--- src/rtl/sd_pkg.sv ---
// Shared types and constants for the SD command path.
package sd_pkg;

   localparam int unsigned CMD_FRAME_W = 48;
   localparam int unsigned CRC_IN_W    = 40;
   localparam int unsigned CRC_W       = 7;

   localparam logic START_BIT = 1'b0;
   localparam logic TX_BIT    = 1'b1;
   localparam logic END_BIT   = 1'b1;

   localparam logic [5:0] CMD0  = 6'd0;
   localparam logic [5:0] CMD17 = 6'd17;

   // x^7 + x^3 + 1, with the x^7 term implied
   localparam logic [CRC_W-1:0] CRC7_POLY = 7'h09;

   typedef enum logic [2:0] {
      ST_IDLE,
      ST_CLR,
      ST_LOAD,
      ST_WAIT,
      ST_ARM,
      ST_SHIFT,
      ST_FIN
   } state_t;

   // One serial step of the CRC7 LFSR, message bit entering at the top.
   function automatic logic [CRC_W-1:0] crc7_step(input logic [CRC_W-1:0] crc,
                                                  input logic bit_in);
      logic fb;
      fb = bit_in ^ crc[CRC_W-1];
      return {crc[CRC_W-2:0], 1'b0} ^ (fb ? CRC7_POLY : '0);
   endfunction

endpackage

--- src/rtl/crc7.sv ---
// Bit-serial CRC7 over a DATA_W-bit word; crc_ready rises DATA_W cycles after load.
module crc7
   import sd_pkg::*;
#(
   parameter int unsigned DATA_W = 40
) (
   input  logic              clk,
   input  logic              reset,
   input  logic              load,
   input  logic [DATA_W-1:0] data_in,
   output logic              crc_ready,
   output logic [CRC_W-1:0]  crc
);

   localparam int unsigned CNT_W = $clog2(DATA_W + 1);

   logic [DATA_W-1:0] sh_q;
   logic [CNT_W-1:0]  cnt_q;

   always_ff @(posedge clk or posedge reset) begin
      if (reset) begin
         sh_q      <= '0;
         cnt_q     <= '0;
         crc       <= '0;
         crc_ready <= 1'b0;
      end else if (load) begin
         sh_q      <= data_in;
         cnt_q     <= CNT_W'(DATA_W);
         crc       <= '0;
         crc_ready <= 1'b0;
      end else if (cnt_q != '0) begin
         crc       <= crc7_step(crc, sh_q[DATA_W-1]);
         sh_q      <= sh_q << 1;
         cnt_q     <= cnt_q - CNT_W'(1);
         crc_ready <= (cnt_q == CNT_W'(1));
      end
   end

endmodule

--- src/rtl/sd_cmd_tx.sv ---
// SD command sequencer: builds the 48-bit command frame with CRC7 and shifts it
// MSB-first onto the CMD line, one bit per tx_tick.
module sd_cmd_tx
   import sd_pkg::*;
#(
   parameter int unsigned CRC_TIMEOUT = 63,
   parameter int unsigned FRAME_BITS  = CMD_FRAME_W
) (
   input  logic        clk,
   input  logic        reset,
   input  logic        cmd_valid,
   output logic        cmd_ready,
   input  logic [5:0]  cmd_index,
   input  logic [31:0] cmd_arg,
   input  logic        tx_tick,
   output logic        cmd_out,
   output logic        cmd_oe,
   output logic        busy,
   output logic        done,
   output logic        error
);

   localparam int unsigned TMO_W = $clog2(CRC_TIMEOUT + 1);
   localparam int unsigned BIT_W = $clog2(FRAME_BITS);
   localparam int unsigned MSB   = CMD_FRAME_W - 1;
   // error is registered, so the compare fires one cycle early to land
   // exactly CRC_TIMEOUT cycles after LOAD
   localparam logic [TMO_W-1:0] TMO_LAST = TMO_W'(CRC_TIMEOUT - 2);

   state_t                 state_q, state_d;
   logic [CMD_FRAME_W-1:0] frame_q, frame_d;
   logic [TMO_W-1:0]       tmo_q, tmo_d;
   logic [BIT_W-1:0]       bit_q, bit_d;
   logic                   out_d, oe_d, done_d, error_d;
   logic                   crc_clr;
   logic                   crc_rst_c;
   logic                   crc_load_c;
   logic                   crc_ready;
   logic [CRC_W-1:0]       crc;

   assign crc_rst_c  = reset | crc_clr;
   assign crc_load_c = (state_q == ST_LOAD);

   crc7 #(.DATA_W(CRC_IN_W)) u_crc7 (
      .clk       (clk),
      .reset     (crc_rst_c),
      .load      (crc_load_c),
      .data_in   (frame_q[MSB -: CRC_IN_W]),
      .crc_ready (crc_ready),
      .crc       (crc)
   );

   always_ff @(posedge clk or posedge reset) begin
      if (reset) begin
         state_q   <= ST_IDLE;
         frame_q   <= '0;
         tmo_q     <= '0;
         bit_q     <= '0;
         cmd_ready <= 1'b1;
         cmd_out   <= 1'b1;
         cmd_oe    <= 1'b0;
         busy      <= 1'b0;
         done      <= 1'b0;
         error     <= 1'b0;
         crc_clr   <= 1'b0;
      end else begin
         state_q   <= state_d;
         frame_q   <= frame_d;
         tmo_q     <= tmo_d;
         bit_q     <= bit_d;
         cmd_ready <= (state_d == ST_IDLE);
         cmd_out   <= out_d;
         cmd_oe    <= oe_d;
         busy      <= (state_d != ST_IDLE);
         done      <= done_d;
         error     <= error_d;
         crc_clr   <= (state_d == ST_CLR);
      end
   end

   // Next-state and next-output decode
   always_comb begin
      state_d = state_q;
      frame_d = frame_q;
      tmo_d   = tmo_q;
      bit_d   = bit_q;
      out_d   = cmd_out;
      oe_d    = cmd_oe;
      done_d  = 1'b0;
      error_d = 1'b0;
      unique case (state_q)
         ST_IDLE: begin
            if (cmd_valid && cmd_ready) begin
               frame_d = {START_BIT, TX_BIT, cmd_index, cmd_arg, 8'h00};
               state_d = ST_CLR;
            end
         end
         ST_CLR: state_d = ST_LOAD;
         ST_LOAD: begin
            tmo_d   = '0;
            state_d = ST_WAIT;
         end
         ST_WAIT: begin
            tmo_d = tmo_q + TMO_W'(1);
            if (crc_ready) begin
               frame_d[7:0] = {crc, END_BIT};
               state_d      = ST_ARM;
            end else if (tmo_q == TMO_LAST) begin
               error_d = 1'b1;
               state_d = ST_IDLE;
            end
         end
         ST_ARM: begin
            if (tx_tick) begin
               oe_d    = 1'b1;
               out_d   = frame_q[MSB];
               bit_d   = BIT_W'(FRAME_BITS - 1);
               state_d = ST_SHIFT;
            end
         end
         ST_SHIFT: begin
            if (tx_tick) begin
               if (bit_q == '0) begin
                  oe_d    = 1'b0;
                  out_d   = 1'b1;
                  done_d  = 1'b1;
                  state_d = ST_FIN;
               end else begin
                  frame_d = frame_q << 1;
                  out_d   = frame_q[MSB-1];
                  bit_d   = bit_q - BIT_W'(1);
               end
            end
         end
         ST_FIN:  state_d = ST_IDLE;
         default: state_d = ST_IDLE;
      endcase
   end

endmodule

--- config.mk ---
export PLATFORM = sky130hd
export DESIGN_NAME = sd_cmd_tx
export DESIGN_NICKNAME = d
export VERILOG_FILES = /design/src/rtl/sd_pkg.sv /design/src/rtl/crc7.sv /design/src/rtl/sd_cmd_tx.sv
export SDC_FILE = /design/constraint.sdc
export NUM_CORES = 1
export LEC_CHECK = 0
export BUFFER_PORTS_ARGS = -buffer_cell sky130_fd_sc_hd__buf_2
export CORE_AREA = 8 8 109 111
export DETAILED_ROUTE_END_ITERATION = 8
export DIE_AREA = 0 0 117 119
export MAX_ROUTING_LAYER = met4
export PLACE_DENSITY = 0.77
export SYNTH_ARGS = -nofsm -noshare
export SYNTH_HDL_FRONTEND = slang
export SYNTH_SLANG_ARGS = --single-unit
--- constraint.sdc ---
create_clock -name clk -period 4.8 [get_ports clk]
set_input_delay 0.72 -clock clk [delete_from_list [all_inputs] [get_ports clk]]
set_output_delay 0.72 -clock clk [all_outputs]
set_load 0.05 [all_outputs]
==> results.sh, run 1 <==
export IMPL_clock_sinks=124
export IMPL_yosys_area_top_type="dfrtp_1"
export IMPL_crit_type="flip-flop to flip-flop"
export IMPL_cp_required_ns=5.18
export IMPL_synthToLayoutAreaGrowth_pct=14.3
export IMPL_cts_max_path_buffers=2
export IMPL_final_max_slew_viol_count=0
export IMPL_seq_area_mm2=0.00311
export IMPL_ys_flop_type="dfrtp_1"
export IMPL_dp_cells=728
export IMPL_yosysWarningCount=0
export IMPL_dieWidth_um=117
export IMPL_worst_path_max_delay_cell="a21o_1"
export IMPL_r2r_start="bit_q[0]$_DFFE_PP0P_"
export IMPL_cp_max_fo=37
export IMPL_internal_power_mw=2.02
export IMPL_cp_start_kind="flip-flop"
export IMPL_routabilityCongestion=0.773
export IMPL_tightest_slew_ns=0.899
export IMPL_initial_core_util=0.588
export IMPL_period_share=0.525
export IMPL_synthDistinctLibCells=49
export IMPL_vias=4348
export IMPL_arrival_ns=2.90
export IMPL_drt_iter0_markers=238
export IMPL_synth_top_area_share=0.515
export IMPL_finish_utilization=0.672
export IMPL_num_rows=37
export IMPL_drv_cap=0
export IMPL_skew_ns=0.00714
export IMPL_grt_max_degree=92
export IMPL_grt_pass1_vias=4471
export IMPL_dieArea_mm2=0.0139
export IMPL_die_y_um=119
export IMPL_cts_repair_resized=0
export IMPL_synth_area_per_cell_um2=10.2
export IMPL_core_mm2=0.0101
export IMPL_end_kind="flip-flop"
export IMPL_ios=48
export IMPL_drc=0
export IMPL_power_share_clock=0.470
export IMPL_final_nets=659
export IMPL_ys_async_sr_fraction=1.00
export IMPL_syn_area_mm2=0.00593
export IMPL_path_clk_slew_ns=0.06
export IMPL_portBuffers=47
export IMPL_dpl_hpwl_mm=7.45
export IMPL_p_sw_frac=0.232
export IMPL_root_buffer="clkbuf_8"
export IMPL_ir_worst_vdd_mv=0.243
export IMPL_wirelength_mm=12.0
export IMPL_drive_above_1_share=0.154
export IMPL_drtAntennaViolNets=0
export IMPL_cts_setup_buffers=0
export IMPL_grtUsageTotal=0.193
export IMPL_final_cells=760
export IMPL_synth_seq_cells=124
export IMPL_drt_pass1_iter_count=4
export IMPL_multi_input_area_mm2=0.00258
export IMPL_cpLargestDelayFamily="compound AO/OA/AOI/OAI gates"
export IMPL_clkLatencyLatePin_ns=0.52
export IMPL_nFillCells=797
export IMPL_via_per_inst=5.72
export IMPL_powerDensity_mw_per_mm2=388
export IMPL_finalSetupViolCount=0
export IMPL_routedWlPerCell_um=15.9
export IMPL_startpoint="bit_q[0]$_DFFE_PP0P_"
export IMPL_hp_class="input pin to async pin"
export IMPL_antennaDiodeCount=0
export IMPL_path_cells="inv_1 > ha_1 > nor2b_1 > a21o_1 > and2_1 > buf_4 > o21ai_1"
export IMPL_critPathBufInv=2
export IMPL_mostFrequentLayoutCells="dfrtp_1 (122), mux2i_1 (87), o21ai_1 (80)"
export IMPL_p_comb_frac=0.083
export IMPL_synth_seq_area_share=0.523
export IMPL_syn_inst=579
export IMPL_hold_viol=0
export IMPL_cts_buffers=17
export IMPL_final_common_cell="dfrtp_1"
export IMPL_ctsHoldBuffers=0
export IMPL_outcome="completed"
export IMPL_grt_overflow=0
export IMPL_htree_levels=4
export IMPL_cts_tree="yes"
export IMPL_max_freq_mhz=397
export IMPL_fin_crit_ns=2.52
export IMPL_power_switching_uw=609
export IMPL_synth_edf_count=0
export IMPL_slew_headroom=0.400
export IMPL_tns_ns=0
export IMPL_rsz0062_at_grt="false"
export IMPL_antenna_found_initial=0
export IMPL_ys_top_cells_by_area="dfrtp_1 (51%), mux2i_1 (15%), o21ai_1 (6.7%)"
export IMPL_cp_slowest_stage_delay_ns=0.58
export IMPL_grt_pass1_wl_mm=20.8
export IMPL_power_frac_seq=0.447
export IMPL_synth_nets=627
export IMPL_p_leak_nw=3.43
power groups by stage:
stage | sequential [mW] | clock, mW | combinational, mW
global route | 1.18 | 1.30 | 0.250
CTS | 1.18 | 1.25 | 0.223
floorplan | 1.18 | 0 | 0.160
global placement | 1.19 | 0 | 0.208
detailed placement | 1.19 | 0 | 0.220
finish | 1.18 | 1.24 | 0.219
worst reg2reg max path: cells and delay by family (launching register included):
| kind | cells | cell delay [ns] |
|---|---|---|
| AO/OA/AOI/OAI | 2 | 0.74 |
| AND/OR/NAND/NOR | 2 | 0.57 |
| buffers and inverters | 2 | 0.51 |
| flip-flops | 1 | 0.39 |
| adder cells (fa/ha/maj) | 1 | 0.19 |
kinds of logic after synthesis:
family,synth area share
fa+ha+maj,0.0127
flops,0.523
buf+inv,0.0447
mux,0.149
xor+xnor,0.00295
compound gates,0.123
simple gates,0.145
layout make-up:
type / instances / share of cell area
clock buffers: 24 / 0.0679
clock inverters: 8 / 0.0170
inverters: 11 / 0.00609
multi-input cells: 401 / 0.381
flip-flops and latches: 124 / 0.458
well taps: 136 / 0.0251
repair buffers: 56 / 0.0447
layer usage:
metal	track usage	vias up	part of all wire
met4	0.0705	0	0.011
met3	0.0500	11	0.046
met1	0.234	2116	0.45
met5	-	-	0
met2	0.303	104	0.49
li1	-	2117	-
worst paths after layout:
| path | to | cells past startpoint | slack [ns] |
|---|---|---|---|
| max | frame_q[35]$_DFFE_PP0P_ | 7 | 2.28 |
| min | u_crc7.sh_q[6]$_DFFE_PP0P_ | 3 | 0.45 |
| max reg2reg | frame_q[35]$_DFFE_PP0P_ | 7 | 2.28 |
| min reg2reg | cmd_oe$_DFFE_PP0P_ | 2 | 0.49 |
| max in group asynchronous | frame_q[40]$_DFFE_PP0P_ | 3 | 3.71 |
| min in group clk | frame_q[33]$_DFFE_PP0P_ | 3 | 0.47 |
synthesized netlist by cell type, types with 2 or more instances:
cell,n
buf_4,3
a31oi_1,2
nor4_1,2
buf_1,4
a22oi_1,7
or3_1,5
buf_2,11
nor3_1,11
dfrtp_1,122
a211o_1,2
a22o_1,4
o21ai_0,3
o21ai_1,80
nand2b_1,4
a21o_1,3
o31ai_1,2
nand2_1,77
a211oi_1,2
nand3_1,48
dfstp_2,2
clkbuf_1,20
nor2_1,12
nand3b_1,3
and3_1,4
xnor2_1,2
ha_1,6
a21oi_1,14
buf_6,5
and2_1,2
mux2i_1,87
nor2b_1,3
inv_1,10
sequential cells by signal, summed over array words and instances, names as in the netlist:
register          cells
u_crc7.sh_q          40
tmo_q                 6
done                  1
busy                  1
error                 1
state_q               3
cmd_oe                1
bit_q                 6
crc_clr               1
cmd_ready             1
u_crc7.crc_ready      1
frame_q              48
cmd_out               1
u_crc7.cnt_q          6
u_crc7.crc            7
metrics by stage:
step | power (mW) | hold slack (ns) | worst slack [ns] | area (um^2)
6_report | 2.63 | 0.451 | 2.28 | 6780
5_1_grt | 2.74 | 0.475 | 2.05 | 6780
3_3_place_gp | 1.40 | 0.459 | 2.45 | 6200
4_1_cts | 2.65 | 0.454 | 2.27 | 6780
3_5_place_dp | 1.41 | 0.479 | 2.31 | 6200
2_1_floorplan | 1.34 | 0.456 | 0.995 | 5930
(Power assumes the default switching activity.)
==> run 2, diff against run 1 <==
--- a/config.mk
+++ b/config.mk
@@ -6,11 +6,11 @@
 export NUM_CORES = 1
 export LEC_CHECK = 0
 export BUFFER_PORTS_ARGS = -buffer_cell sky130_fd_sc_hd__buf_2
-export CORE_AREA = 8 8 109 111
+export CORE_AREA = 8 8 114 116
 export DETAILED_ROUTE_END_ITERATION = 8
-export DIE_AREA = 0 0 117 119
+export DIE_AREA = 0 0 122 124
 export MAX_ROUTING_LAYER = met4
-export PLACE_DENSITY = 0.77
+export PLACE_DENSITY = 0.74
 export SYNTH_ARGS = -nofsm -noshare
 export SYNTH_HDL_FRONTEND = slang
 export SYNTH_SLANG_ARGS = --single-unit
==> constraint.sdc (replaced) <==
create_clock -name clk -period 2 [get_ports clk]
set_input_delay 0.3 -clock clk [delete_from_list [all_inputs] [get_ports clk]]
set_output_delay 0.3 -clock clk [all_outputs]
set_load 0.05 [all_outputs]
==> run 2 against run 1 <==
  * First-iteration DRC count rose by 27%
  * Count of clock-buffer cells in the layout fell by 2
  * Hold slack got worse by 0.44 ns
  * Power rose by 140%
  * Final cell count rose by 1.7%
  * Global-route usage fell by 0.93 points
  * Register-to-register slack got worse by 2.2 ns
  * Die area rose by 8.7%
  * Wire length rose by 3.5%
  * Final area rose by 2.1%
  * Clock skew rose by 0.0013 ns
  * Critical path depth fell by 1
  * Critical path type unchanged
  * Largest power group unchanged
==> results.sh, run 2 (synthesized netlist as in run 1, its figures left out) <==
export IMPL_outcome="completed"
export IMPL_end_kind="flip-flop"
export IMPL_dieWidth_um=122
export IMPL_power_switching_mw=1.51
export IMPL_path_cells="inv_1 > ha_1 > nor2b_1 > nand2_1 > a2111o_1 > or3_1"
export IMPL_cp_slowest_stage_delay_ns=0.42
export IMPL_skew_ns=0.00845
export IMPL_max_freq_mhz=524
export IMPL_largest_register="frame_q"
export IMPL_tns_ns=0
export IMPL_via_per_inst=5.77
export IMPL_crit_type="flip-flop to flip-flop"
export IMPL_cp_required_ns=2.28
export IMPL_drt_iter0_markers=302
export IMPL_regToRegEndpoint="busy$_DFF_PP0_"
export IMPL_cts_repair_resized=0
export IMPL_grt_max_degree=92
export IMPL_hold_viol=0
export IMPL_hp_class="input pin to async pin"
export IMPL_powerDensity_mw_per_mm2=918
export IMPL_period_share=0.953
export IMPL_drive_above_1_share=0.167
export IMPL_die_y_um=124
export IMPL_cts_max_path_buffers=2
export IMPL_nFillCells=907
export IMPL_core_mm2=0.0112
export IMPL_p_leak_nw=3.48
export IMPL_fin_crit_ns=1.91
export IMPL_power_share_clock=0.471
export IMPL_final_nets=665
export IMPL_critPathBufInv=1
export IMPL_cts_setup_buffers=0
export IMPL_antenna_found_initial=0
export IMPL_cp_max_fo=4
export IMPL_ctsHoldBuffers=0
export IMPL_multi_input_area_mm2=0.00258
export IMPL_seq_area_mm2=0.00311
export IMPL_synthToLayoutAreaGrowth_pct=16.7
export IMPL_reg2reg_slack_ns=0.09
export IMPL_largest_reg_flops=48
export IMPL_power_frac_seq=0.444
export IMPL_final_common_cell="dfrtp_1"
export IMPL_root_buffer="clkbuf_16"
export IMPL_cts_tree="yes"
export IMPL_wirelength_mm=12.5
export IMPL_antennaDiodeCount=0
export IMPL_finish_utilization=0.620
export IMPL_htree_levels=4
export IMPL_grt_overflow=0
export IMPL_portBuffers=47
export IMPL_tightest_slew_ns=0.552
export IMPL_r2r_start="bit_q[0]$_DFFE_PP0P_"
export IMPL_num_rows=39
export IMPL_cp_start_kind="flip-flop"
export IMPL_arrival_ns=2.19
export IMPL_dieArea_mm2=0.0151
export IMPL_hold_slack_ns=0.00668
export IMPL_reg_largest_list="frame_q: 48 flops, u_crc7.sh_q: 40 flops, u_crc7.crc: 7 flops"
export IMPL_cpLargestDelayFamily="simple AND/OR/NAND/NOR gates"
export IMPL_clock_sinks=124
export IMPL_slew_headroom=0.632
export IMPL_ir_worst_vdd_mv=0.630
export IMPL_drc=0
export IMPL_grt_pass1_vias=4445
export IMPL_drt_pass1_iter_count=5
export IMPL_drv_cap=0
export IMPL_internal_power_mw=4.84
export IMPL_worst_path_max_delay_cell="a2111o_1"
export IMPL_rsz0062_at_grt="false"
export IMPL_grtUsageTotal=0.183
export IMPL_ios=48
export IMPL_initial_core_util=0.531
export IMPL_p_sw_frac=0.238
export IMPL_routedWlPerCell_um=16.1
export IMPL_drtAntennaViolNets=0
export IMPL_final_max_slew_viol_count=0
export IMPL_vias=4464
export IMPL_grt_pass1_wl_mm=21.4
export IMPL_path_clk_slew_ns=0.06
export IMPL_routabilityCongestion=0.740
export IMPL_mostFrequentLayoutCells="dfrtp_1 (122), mux2i_1 (87), o21ai_1 (80)"
export IMPL_p_comb_frac=0.085
export IMPL_finalSetupViolCount=0
export IMPL_cts_buffers=17
export IMPL_dpl_hpwl_mm=7.86
export IMPL_rr_worst_depth=6
export IMPL_clkLatencyLatePin_ns=0.41
## run 2: routing by layer
metal,vias to the layer above,part of all wire,GRT usage
li1,2129,-,-
met1,2200,0.44,0.214
met2,115,0.51,0.302
met3,20,0.035,0.0403
met4,0,0.017,0.0763
met5,-,0,-
## run 2: per-stage QoR
stage                     power (mW)  instance area [um^2]  worst slack [ns]  instances
final                           6.36                  6920            0.0932        773
after CTS                       6.43                  6920             0.108        773
after detailed placement        3.41                  6340             0.139        741
after floorplan                 3.23                  5940             0.116        579
after global routing            6.61                  6920           0.00824        773
after global placement          3.37                  6340             0.253        741
## run 2: tightest hold or removal path: stages
cell	delay, ns
buf_2	0.13
clkinvlp_4	0.07
buf_4	0.32
## run 2: layout make-up
cell class	count	share of cell area
inverter	11	0.00651
sequential	124	0.449
tap	143	0.0258
multi-input combinational	401	0.373
timing repair buffer	62	0.0611
clock buffer	22	0.0685
clock inverter	10	0.0163
## run 2: power groups by stage
stage,registers (mW),clock network (mW),logic (mW)
floorplan,2.84,0,0.384
global placement,2.85,0,0.517
detailed placement,2.86,0,0.546
CTS,2.82,3.05,0.553
finish,2.82,2.99,0.542
global route,2.84,3.15,0.612
## run 2: how the worst max path moves through the flow
stage / startpoint / to / slack (ns) / depth (start not counted)
after global routing: u_crc7.cnt_q[0]$_DFFE_PP0P_ / u_crc7.sh_q[7]$_DFFE_PP0P_ / 0.008 / 7
after CTS: bit_q[0]$_DFFE_PP0P_ / busy$_DFF_PP0_ / 0.11 / 6
after detailed placement: bit_q[0]$_DFFE_PP0P_ / busy$_DFF_PP0_ / 0.14 / 6
after floorplan: cmd_ready$_DFF_PP1_ / frame_q[10]$_DFFE_PP0P_ / 0.12 / 7
after global placement: bit_q[0]$_DFFE_PP0P_ / busy$_DFF_PP0_ / 0.25 / 6
final: bit_q[0]$_DFFE_PP0P_ / busy$_DFF_PP0_ / 0.09 / 6
